<file path="config.mk">
export PLATFORM = sky130hd
export DESIGN_NAME = out_lane_packer
export DESIGN_NICKNAME = d
export VERILOG_FILES = /design/src/rtl/out_lane_packer.sv
export SDC_FILE = /design/constraint.sdc
export NUM_CORES = 1
export LEC_CHECK = 0
export CAP_MARGIN = 30
export CORE_MARGIN = 1.5
export CORE_UTILIZATION = 45
export CTS_CLUSTER_DIAMETER = 100
export CTS_CLUSTER_SIZE = 28
export DETAILED_ROUTE_END_ITERATION = 8
export SLEW_MARGIN = 20
export SYNTH_ARGS = -nofsm -noshare
export SYNTH_HDL_FRONTEND = slang
export SYNTH_SLANG_ARGS = --single-unit
</file>
<file path="constraint.sdc">
create_clock -name clk -period 8.5 [get_ports clk]
set_clock_uncertainty 0.15 [all_clocks]
set_input_delay 1.275 -clock clk [delete_from_list [all_inputs] [get_ports clk]]
set_output_delay 1.275 -clock clk [all_outputs]
set_load 0.02 [all_outputs]
</file>
<file path="src/rtl/out_lane_packer.sv">
// Requantises accumulator words, packs them into NUM_LANES-wide groups and streams
// the groups out through a FIFO behind a bus turnaround FSM. Optional: OUT_LANE_PACKER_SAT_COUNT_EN.
module out_lane_packer #(
   parameter int IO_DATA_WIDTH      = 16,
   parameter int ACCUMULATION_WIDTH = 32,
   parameter int NUM_LANES          = 3,
   parameter int DEPTH              = 4
) (
   input  logic                                 clk,
   input  logic                                 rst_in,
   input  logic                                 in_valid,
   output logic                                 in_ready,
   input  logic [ACCUMULATION_WIDTH-1:0]        in_data,
   input  logic                                 in_last,
   input  logic [$clog2(ACCUMULATION_WIDTH)-1:0] shift_amt,
   output logic [NUM_LANES*IO_DATA_WIDTH-1:0]   out_data,
   output logic [NUM_LANES-1:0]                 out_lane_mask,
   output logic                                 out_valid,
   input  logic                                 out_ready,
   output logic                                 driving_cons,
   output logic [15:0]                          sat_count
);
   localparam int IW  = IO_DATA_WIDTH;
   localparam int ACW = ACCUMULATION_WIDTH;
   localparam int GW  = NUM_LANES * IW;
   localparam int SW  = $clog2(ACW);
   localparam int LW  = (NUM_LANES > 1) ? $clog2(NUM_LANES) : 1;
   localparam int PW  = $clog2(DEPTH);

   typedef enum logic [1:0] {IDLE, TURN, DRIVE, REL} state_t;

   logic signed [ACW:0]   rnd, sum_ext, shifted;
   logic [ACW-IW+1:0]     upper;
   logic                  sat;
   logic [IW-1:0]         rq_word;

   logic [GW-1:0]         pack_data_q, pack_data_d, ins_data;
   logic [NUM_LANES-1:0]  pack_mask_q, pack_mask_d, ins_mask;
   logic [LW-1:0]         lane_idx_q, lane_idx_d;
   logic [PW:0]           wr_ptr_q, wr_ptr_d, rd_ptr_q, rd_ptr_d;
   logic [GW-1:0]         fifo_data_q [DEPTH];
   logic [NUM_LANES-1:0]  fifo_mask_q [DEPTH];
   logic                  xfer, push, pop, full, empty;
   state_t                state_q;
   logic                  driving_q;

   // Round half up before the shift; one extra bit keeps the add from overflowing.
   always_comb begin
      rnd = '0;
      if (shift_amt != '0) rnd[shift_amt - SW'(1)] = 1'b1;
      sum_ext = $signed({in_data[ACW-1], in_data}) + rnd;
      shifted = sum_ext >>> shift_amt;
      upper   = shifted[ACW:IW-1];
      sat     = !((&upper) || !(|upper));
      if (!sat)               rq_word = shifted[IW-1:0];
      else if (shifted[ACW])  rq_word = {1'b1, {(IW-1){1'b0}}};
      else                    rq_word = {1'b0, {(IW-1){1'b1}}};
   end

   assign full     = (wr_ptr_q[PW] != rd_ptr_q[PW]) && (wr_ptr_q[PW-1:0] == rd_ptr_q[PW-1:0]);
   assign empty    = (wr_ptr_q == rd_ptr_q);
   assign in_ready = !full;
   assign xfer     = in_valid && in_ready;
   assign push     = xfer && (in_last || (lane_idx_q == LW'(NUM_LANES - 1)));
   assign out_valid = (state_q == DRIVE) && !empty;
   assign pop      = out_valid && out_ready;

   always_comb begin
      ins_data = pack_data_q;
      ins_mask = pack_mask_q;
      for (int k = 0; k < NUM_LANES; k++) begin
         if (lane_idx_q == LW'(k)) begin
            ins_data[k*IW +: IW] = rq_word;
            ins_mask[k]          = 1'b1;
         end
      end
      pack_data_d = pack_data_q;
      pack_mask_d = pack_mask_q;
      lane_idx_d  = lane_idx_q;
      if (push) begin
         pack_data_d = '0;
         pack_mask_d = '0;
         lane_idx_d  = '0;
      end else if (xfer) begin
         pack_data_d = ins_data;
         pack_mask_d = ins_mask;
         lane_idx_d  = lane_idx_q + LW'(1);
      end
      wr_ptr_d = wr_ptr_q + {{PW{1'b0}}, push};
      rd_ptr_d = rd_ptr_q + {{PW{1'b0}}, pop};
   end

   always_ff @(posedge clk) begin
      if (rst_in) begin
         pack_data_q <= '0;
         pack_mask_q <= '0;
         lane_idx_q  <= '0;
         wr_ptr_q    <= '0;
         rd_ptr_q    <= '0;
      end else begin
         pack_data_q <= pack_data_d;
         pack_mask_q <= pack_mask_d;
         lane_idx_q  <= lane_idx_d;
         wr_ptr_q    <= wr_ptr_d;
         rd_ptr_q    <= rd_ptr_d;
      end
   end

   // Storage needs no reset: pointers define occupancy and out_data is gated by out_valid.
   always_ff @(posedge clk) begin
      if (push) begin
         fifo_data_q[wr_ptr_q[PW-1:0]] <= ins_data;
         fifo_mask_q[wr_ptr_q[PW-1:0]] <= ins_mask;
      end
   end

   assign out_data      = out_valid ? fifo_data_q[rd_ptr_q[PW-1:0]] : '0;
   assign out_lane_mask = out_valid ? fifo_mask_q[rd_ptr_q[PW-1:0]] : '0;

   always_ff @(posedge clk) begin
      if (rst_in) begin
         state_q   <= IDLE;
         driving_q <= 1'b0;
      end else begin
         case (state_q)
            IDLE: if (!empty) begin
               state_q   <= TURN;
               driving_q <= 1'b1;
            end
            TURN:    state_q <= DRIVE;
            DRIVE:   if (empty) state_q <= REL;
            REL: begin
               state_q   <= IDLE;
               driving_q <= 1'b0;
            end
            default: begin
               state_q   <= IDLE;
               driving_q <= 1'b0;
            end
         endcase
      end
   end

   assign driving_cons = driving_q;

`ifdef OUT_LANE_PACKER_SAT_COUNT_EN
   logic [15:0] sat_count_q, sat_count_d;

   always_comb begin
      sat_count_d = sat_count_q;
      if (xfer && sat && (sat_count_q != 16'hFFFF)) sat_count_d = sat_count_q + 16'd1;
   end

   always_ff @(posedge clk) begin
      if (rst_in) sat_count_q <= '0;
      else        sat_count_q <= sat_count_d;
   end

   assign sat_count = sat_count_q;
`else
   assign sat_count = '0;
`endif

endmodule

</file>
==> After elaboration in Yosys (flattened, before gate mapping) <==
Memory sizes are Yosys's and may differ from the RTL's. A register that Yosys moved wholly into a read port is not among the register bits.
Index checks and enable logic that the tools add are counted.
{ "word_totals": {"input_bits": 42, "ramBits": 204, "output_inout_bits": 70, "mem_bits_ro": 0, "latch_bits": 0, "wordCells": 69, "register_bits": 62, "memories": 2} }
{ "classes": {"shifts": 1, "n_eq_ne": 10, "n_div": 0, "muxes": 22, "reduce_logical": 20, "mul": 0, "order_cmp": 2, "addsub": 5, "bitwise_logic": 0} }
{ "memory_table": {"columns": ["memory", "depth", "width", "rd", "rd_clocked_by_memory_dff", "write_ports", "line_no", "rtl"], "rows": [
  ["fifo_data_q", 4, 48, 1, 1, 1, "41", "logic [GW-1:0] fifo_data_q [DEPTH];"],
  ["fifo_mask_q", 4, 3, 1, 1, 1, "42", "logic [NUM_LANES-1:0] fifo_mask_q [DEPTH];"]
]} }
{ "ops": {"columns": ["op", "n"], "rows": [
  ["16-bit 2-to-1 mux", 5],
  ["48-bit 2-to-1 mux", 1],
  ["32-bit by 33-bit adder with 33-bit output", 1],
  ["33-bit by 5-bit >>> shifter with 33-bit output", 1],
  ["32-bit 2-to-1 mux", 1],
  ["18-bit AND reduction", 1],
  ["18-bit OR reduction", 1],
  ["2-bit 2-to-1 mux", 4],
  ["2-bit one-hot mux with 4 select lines", 1],
  ["5-bit by 7-bit less-than comparator with 1-bit output, second input constant", 1],
  ["1-bit 2-to-1 mux", 7],
  ["3-bit by 1-bit adder with 3-bit output", 2],
  ["2-bit == test, second input constant", 3],
  ["1-bit logical AND", 6],
  ["1-bit demux with 5-bit select", 1],
  ["5-bit by 1-bit >= comparator with 1-bit output, second input constant", 1],
  ["5-bit nonzero test", 1],
  ["5-bit by 1-bit subtractor with 5-bit output, second input constant", 1],
  ["2-bit by 1-bit == test with 1-bit output, second input constant", 2],
  ["2-bit zero test", 2],
  ["2-bit inequality test, second input constant", 2],
  ["2-bit AND reduction", 2],
  ["3-bit == test", 1],
  ["1-bit zero test", 3],
  ["other kinds (8)", 9]
]} }

==> Depth between registers and ports, before layout <==
Gate-level depths: netlist of run 1.
{ "depth": {"ltp_word": 13, "mapped_depth": 25, "depth_no_buf": 18} }

==> Least setup slack after synthesis of run 1 <==
OpenSTA, ideal clock, no wires.
{ "synth_timing": {"path_type": "input -> register", "start": "in shift_amt[2]", "end": "mem fifo_data_q[0][7] in the netlist's numbering (data pin)", "t_required_ns": 8.078, "arrival_ns": 6.519, "setup_slack_ns": 1.559, "n_path_buf": 7, "setup_time_ns": 0.272, "path_stages": 23, "cell_sequence": "clkbuf_1 > buf_1 > clkbuf_1 > clkbuf_1 > buf_1 > nand3_1 > nor2_1 > ha_1 > buf_2 > a21oi_1 > o21ai_1 > a211oi_1 > o21ai_1 > nor3_1 > nor3_1 > a221o_1 > a221o_1 > o22ai_2 > nand4_1 > o41ai_4 > a21oi_1 > buf_2 > a311o_1"} }
{ "synth_between": {"elab_chain_cells": 13, "elab_cells_between_ends": 17, "cone_classes": "2 x add/sub; 2 x order compare; 1 x shift; 6 x mux; 6 x reduce/logical"} }
{ "synth_lines": {"columns": ["item", "line_no", "rtl"], "rows": [
  ["start: declaration", "15", "input logic [$clog2(ACCUMULATION_WIDTH)-1:0] shift_amt,"],
  ["5-bit by 1-bit subtractor with 5-bit output", "50", "if (shift_amt != '0) rnd[shift_amt - SW'(1)] = 1'b1;"],
  ["5-bit by 7-bit less-than comparator with 1-bit output (implied by the code) / 5-bit by 1-bit >= comparator with 1-bit output (equally long branches)", "50", null],
  ["1-bit logical AND (implied by the code)", "50", null],
  ["1-bit 2-to-1 mux (implied by the code)", "50", null],
  ["1-bit demux with 5-bit select", "50", null],
  ["32-bit 2-to-1 mux", "50", null],
  ["32-bit by 33-bit adder with 33-bit output", "51", "sum_ext = $signed({in_data[ACW-1], in_data}) + rnd;"],
  ["33-bit by 5-bit >>> shifter with 33-bit output (*)", "52", "shifted = sum_ext >>> shift_amt;"],
  ["18-bit OR reduction", "54", "sat = !((&upper) || !(|upper));"],
  ["1-bit zero test", "54", null],
  ["1-bit logical OR", "54", null],
  ["16-bit 2-to-1 mux (*)", "55", "if (!sat) rq_word = shifted[IW-1:0];"],
  ["16-bit 2-to-1 mux (*)", "72", "if (lane_idx_q == LW'(k)) begin"],
  ["named net ins_data[7]", "37", "logic [GW-1:0] pack_data_q, pack_data_d, ins_data;"],
  ["end: declaration", "41", null]
]} }
The timed path passes the listed nets; every way through them passes the cells marked *.

==> Final worst setup path of run 1 <==
{ "layout_timing": {"start": "in shift_amt[0]", "end": "mem fifo_data_q[1][5] in the netlist's numbering (data pin)"} }
Same word-level chain as after synthesis.

==> summary.md, run 1 <==
| Metric | Value |
|---|---|
| Status | `completed` |
| Period utilisation layout | `90.0%` |
| Area Growth Syn to Fin | `11.2%` |
| Power Density | `154 nW/um2` |
| Worst hold stages | `1` |
| CTS Hold Bufs | `0` |
| Drt wl/cell | `23.5 um` |
| Post-synth EDFFs | `204` |
| Critical R2R Capture | `fifo_mask_q[2][0]` |
| Area of the core | `35600 um2` |
| First-pass GRT wire length | `73400 um` |
| Worst path most repeated cell | `buf_4` |
| Mapped Area | `16300 um2` |
| Max-slew violation count | `0` |
| Top cells by count, synth | `204 x edfxtp_1, 125 x nor2_1, 97 x nand2_1` |
| Port Buffers | `95` |
| Setup crit end kind | `flop` |
| Fraction of layout cells with a size suffix above 1 | `12.1%` |
| Grt ovf | `0` |
| WP buf/inv | `5` |
| CTS clk-pin slew, worst paths | `0.10 ns` |
| Drt initial violations | `1045` |
| Die Wd | `193 um` |
| Most frequent cell after synthesis | `edfxtp_1` |
| Final Setup Violations | `0` |
| Final instance area | `18100 um2` |
| Max Root-Sink Buffers | `3` |
| Num rows | `69` |
| CTS tree | `built` |
| Post-Syn Instances | `1501` |
| RR Startpoint | `rd_ptr_q[1]` |
| Synth Flop Type | `edfxtp_1` |
| # DRC | `0` |
| R2R Setup Slk | `4.46 ns` |
| Max Cap Violations | `0` |
| Kind of critical path | `primary input to flop` |
| Leading area contributor after synthesis | `edfxtp_1` |
| Worst EP required | `8.68 ns` |
| Initial DRT Pass Iterations | `7` |
| Resized cells post-CTS | `0` |
| Largest cells by area after synthesis | `edfxtp_1 38%, dfxtp_1 7.6%, mux4_2 7.6%` |
| Antenna viol nets, final | `0` |
| Clock power share | `25.1%` |
| Util after Layout | `50.8%` |
| Slew @ Worst Pin | `0.898 ns` |
| Post-synth top area share | `37.7%` |
| Routed via count | `12700` |
| Post-layout minimum cycle time | `7.65 ns` |
| Worst IR Drop VDD | `0.148 mV` |
| Final HPWL DP | `33500 um` |
| Initial Util | `45.7%` |
| Final WL | `47500 um` |
| Worst slew margin | `39.9%` |
| Setup TNS | `0 ns` |
| Seq/Total Area, Yosys | `45.3%` |
| Gr usage total | `25.7%` |
| Synth Warn # | `0` |
| Crit path max-delay cell type | `clkdlybuf4s50_1` |
| Switching pwr | `0.000807 W` |
| Crit. Startpoint | `shift_amt[0]` |
| Cell variety after synth | `92` |
| Cts bufs inserted | `13` |
| FF+latch count, synth | `266` |
| Layout Nets | `1636` |
| Part of the power in combinational logic | `22.0%` |
| ANT cells | `0` |
| Vias in the first global route | `12300` |
| Vias per Instance | `6.28` |
| Worst skew pair latency | `0.49 ns` |
| Critical Path Max Stage Delay | `0.83 ns` |
| Final GP Congestion | `0.968` |
| Hold Path Sink | `pack_data_q[36]` |
| Min-delay src | `pack_data_q[36]` |
| Largest net degree at the start of global routing | `57` |
| Ys async rst share | `0%` |
| Max Fclk | `0.131 GHz` |
| Worst Path Max Fanout | `20` |
| # clock sinks | `266` |
| Initial antenna violation count | `1` |
| Reg power frac | `52.9%` |
| Crit-path cells | `clkdlybuf4s50_1 -> inv_1 -> nand2_1 -> buf_4 -> nor2_1 -> ha_1 -> nand4_1 -> nor3_1 -> nand2_1 -> a2111oi_1 -> buf_4 -> mux2i_1 -> nor2_1 -> o41ai_1 -> o21ai_0 -> o21ai_0 -> nand4_1 -> or4_1 -> o221ai_4 -> buf_4 -> a311o_1` |
| Worst Reg-to-Reg Cells | `10` |
| RSZ-0062 raised after global routing | `no` |
| CP startpoint kind | `primary input` |
| Critical path's top delay family | `simple AND/OR/NAND/NOR gates` |
| H-tree levels | `1` |
| Die height | `193 um` |
| Final Hold Viols | `0` |
| Sw frac | `28.9%` |
| Hold Path Class | `flop to flop` |
| WP data arrival | `7.83 ns` |
| Pleak | `6.52 nW` |
| Post-CTS setup buffer count | `0` |
| Root buf cell | `clkbuf_16` |
| P_int | `0.00198 W` |
| Die area | `37300 um2` |
| Placed cell area | `17700 um2` |
| Top-level I/O count | `112` |
| Post-Syn Area per Cell | `10.8 um2` |
-- power by group through the flow --
stage | combinational, W | clock (W) | sequential (W)
finish | 0.000614 | 0.000700 | 0.00148
global route | 0.000659 | 0.000764 | 0.00148
CTS | 0.000608 | 0.000718 | 0.00148
detailed placement | 0.000606 | 0 | 0.00151
global placement | 0.000603 | 0 | 0.00151
floorplan | 0.000404 | 0 | 0.00150
-- layer usage --
metal  share of wire, %  vias to the layer above  wire [um]  GRT usage, %
met1                 46                     6298      21700          36.8
met4                1.9                        2        916          5.33
met5              0.027                        -         13             0
met3                5.6                       58       2640          2.73
li1                   -                     5882          -             -
met2                 47                      432      22200          42.4
-- area by class of cell --
cell class,count,area (um2)
repair buffers,152,1400
clock inverters,2,25.0
inverters,22,82.6
multi-input cells,1096,8250
well taps,461,577
clock buffers,20,362
flip-flops and latches,266,7370
fillers,3194,17500
-- cell families after synthesis --
group	count (synthesis)	synth area share, %
adder cells (fa/ha/maj)	43	3.36
multiplexers	97	10.3
flip-flops	266	45.3
AND/OR/NAND/NOR	529	16.8
buffers and inverters	155	4.47
AO/OA/AOI/OAI	382	18.2
other	1	0.0231
XOR/XNOR	28	1.51
-- stage by stage --
stage	hold WS, ns	setup WS, ns	power, W	cells
floorplan	0.271	1.56	0.00191	1517
finish	0.307	0.849	0.00279	2019
global route	0.324	0.518	0.00291	2019
CTS	0.310	1.05	0.00280	2019
detailed placement	0.286	0.552	0.00211	1997
global placement	0.284	0.578	0.00211	1997
-- worst register-to-register path, stage by stage, from the launching register on --
cell and delay (ns):
dfxtp_2 0.32, buf_4 0.64, xor2_1 0.24, nor2_1 0.05
nand2_1 0.19, and2_1 0.24, o21ai_0 0.30, inv_1 0.22
nand2_1 0.11, nor2_4 0.66, buf_4 0.54
-- registers in the layout, summed over array words and instances, names as in the netlist --
register	cells
driving_cons	1
fifo_mask_q	12
state_q	2
lane_idx_q	2
rd_ptr_q	3
pack_mask_q	3
pack_data_q	48
wr_ptr_q	3
fifo_data_q	192
-- worst max-delay path by stage --
stage          cells past startpoint                end
6_report                          21  fifo_data_q[1][5]
5_1_grt                           21  fifo_data_q[1][5]
4_1_cts                           20  fifo_data_q[1][5]
3_5_place_dp                      20  fifo_data_q[1][5]
3_3_place_gp                      20  fifo_data_q[0][5]
2_1_floorplan                     23  fifo_data_q[0][7]
-- placed cells by master (no fill, tap or decap), types with 11 or more instances in the layout --
cell             netlist  final
a211oi_1              25     25
a21o_1                11     11
a21oi_1               65     65
a311o_1               75     75
and2_1                60     60
and3_1                68     67
buf_4                 19     55
clkbuf_16              0     13
clkdlybuf4s50_1        0     95
conb_1                 1     17
dfxtp_1               62     60
edfxtp_1             204    204
ha_1                  42     42
inv_1                 18     18
mux2i_1               36     36
mux4_2                55     55
nand2_1               97     97
nand3_1               27     27
nand4_1               17     17
nor2_1               125    124
nor2b_1               53     53
nor3_1                37     36
o211ai_1              14     14
o21a_1                11     11
o21ai_0               45     45
o21ai_1               18     18
xnor2_1               15     15
xor2_1                13     13
No activity file was read; power rests on OpenSTA's default activity.
==> inputs of run 2 (changes only) <==
Settings changed: SETUP_SLACK_MARGIN set to 0.3, SLEW_MARGIN 20 to 0.
==> results of run 2 <==
Final layout, timing and power as in run 1 (identical DEF).
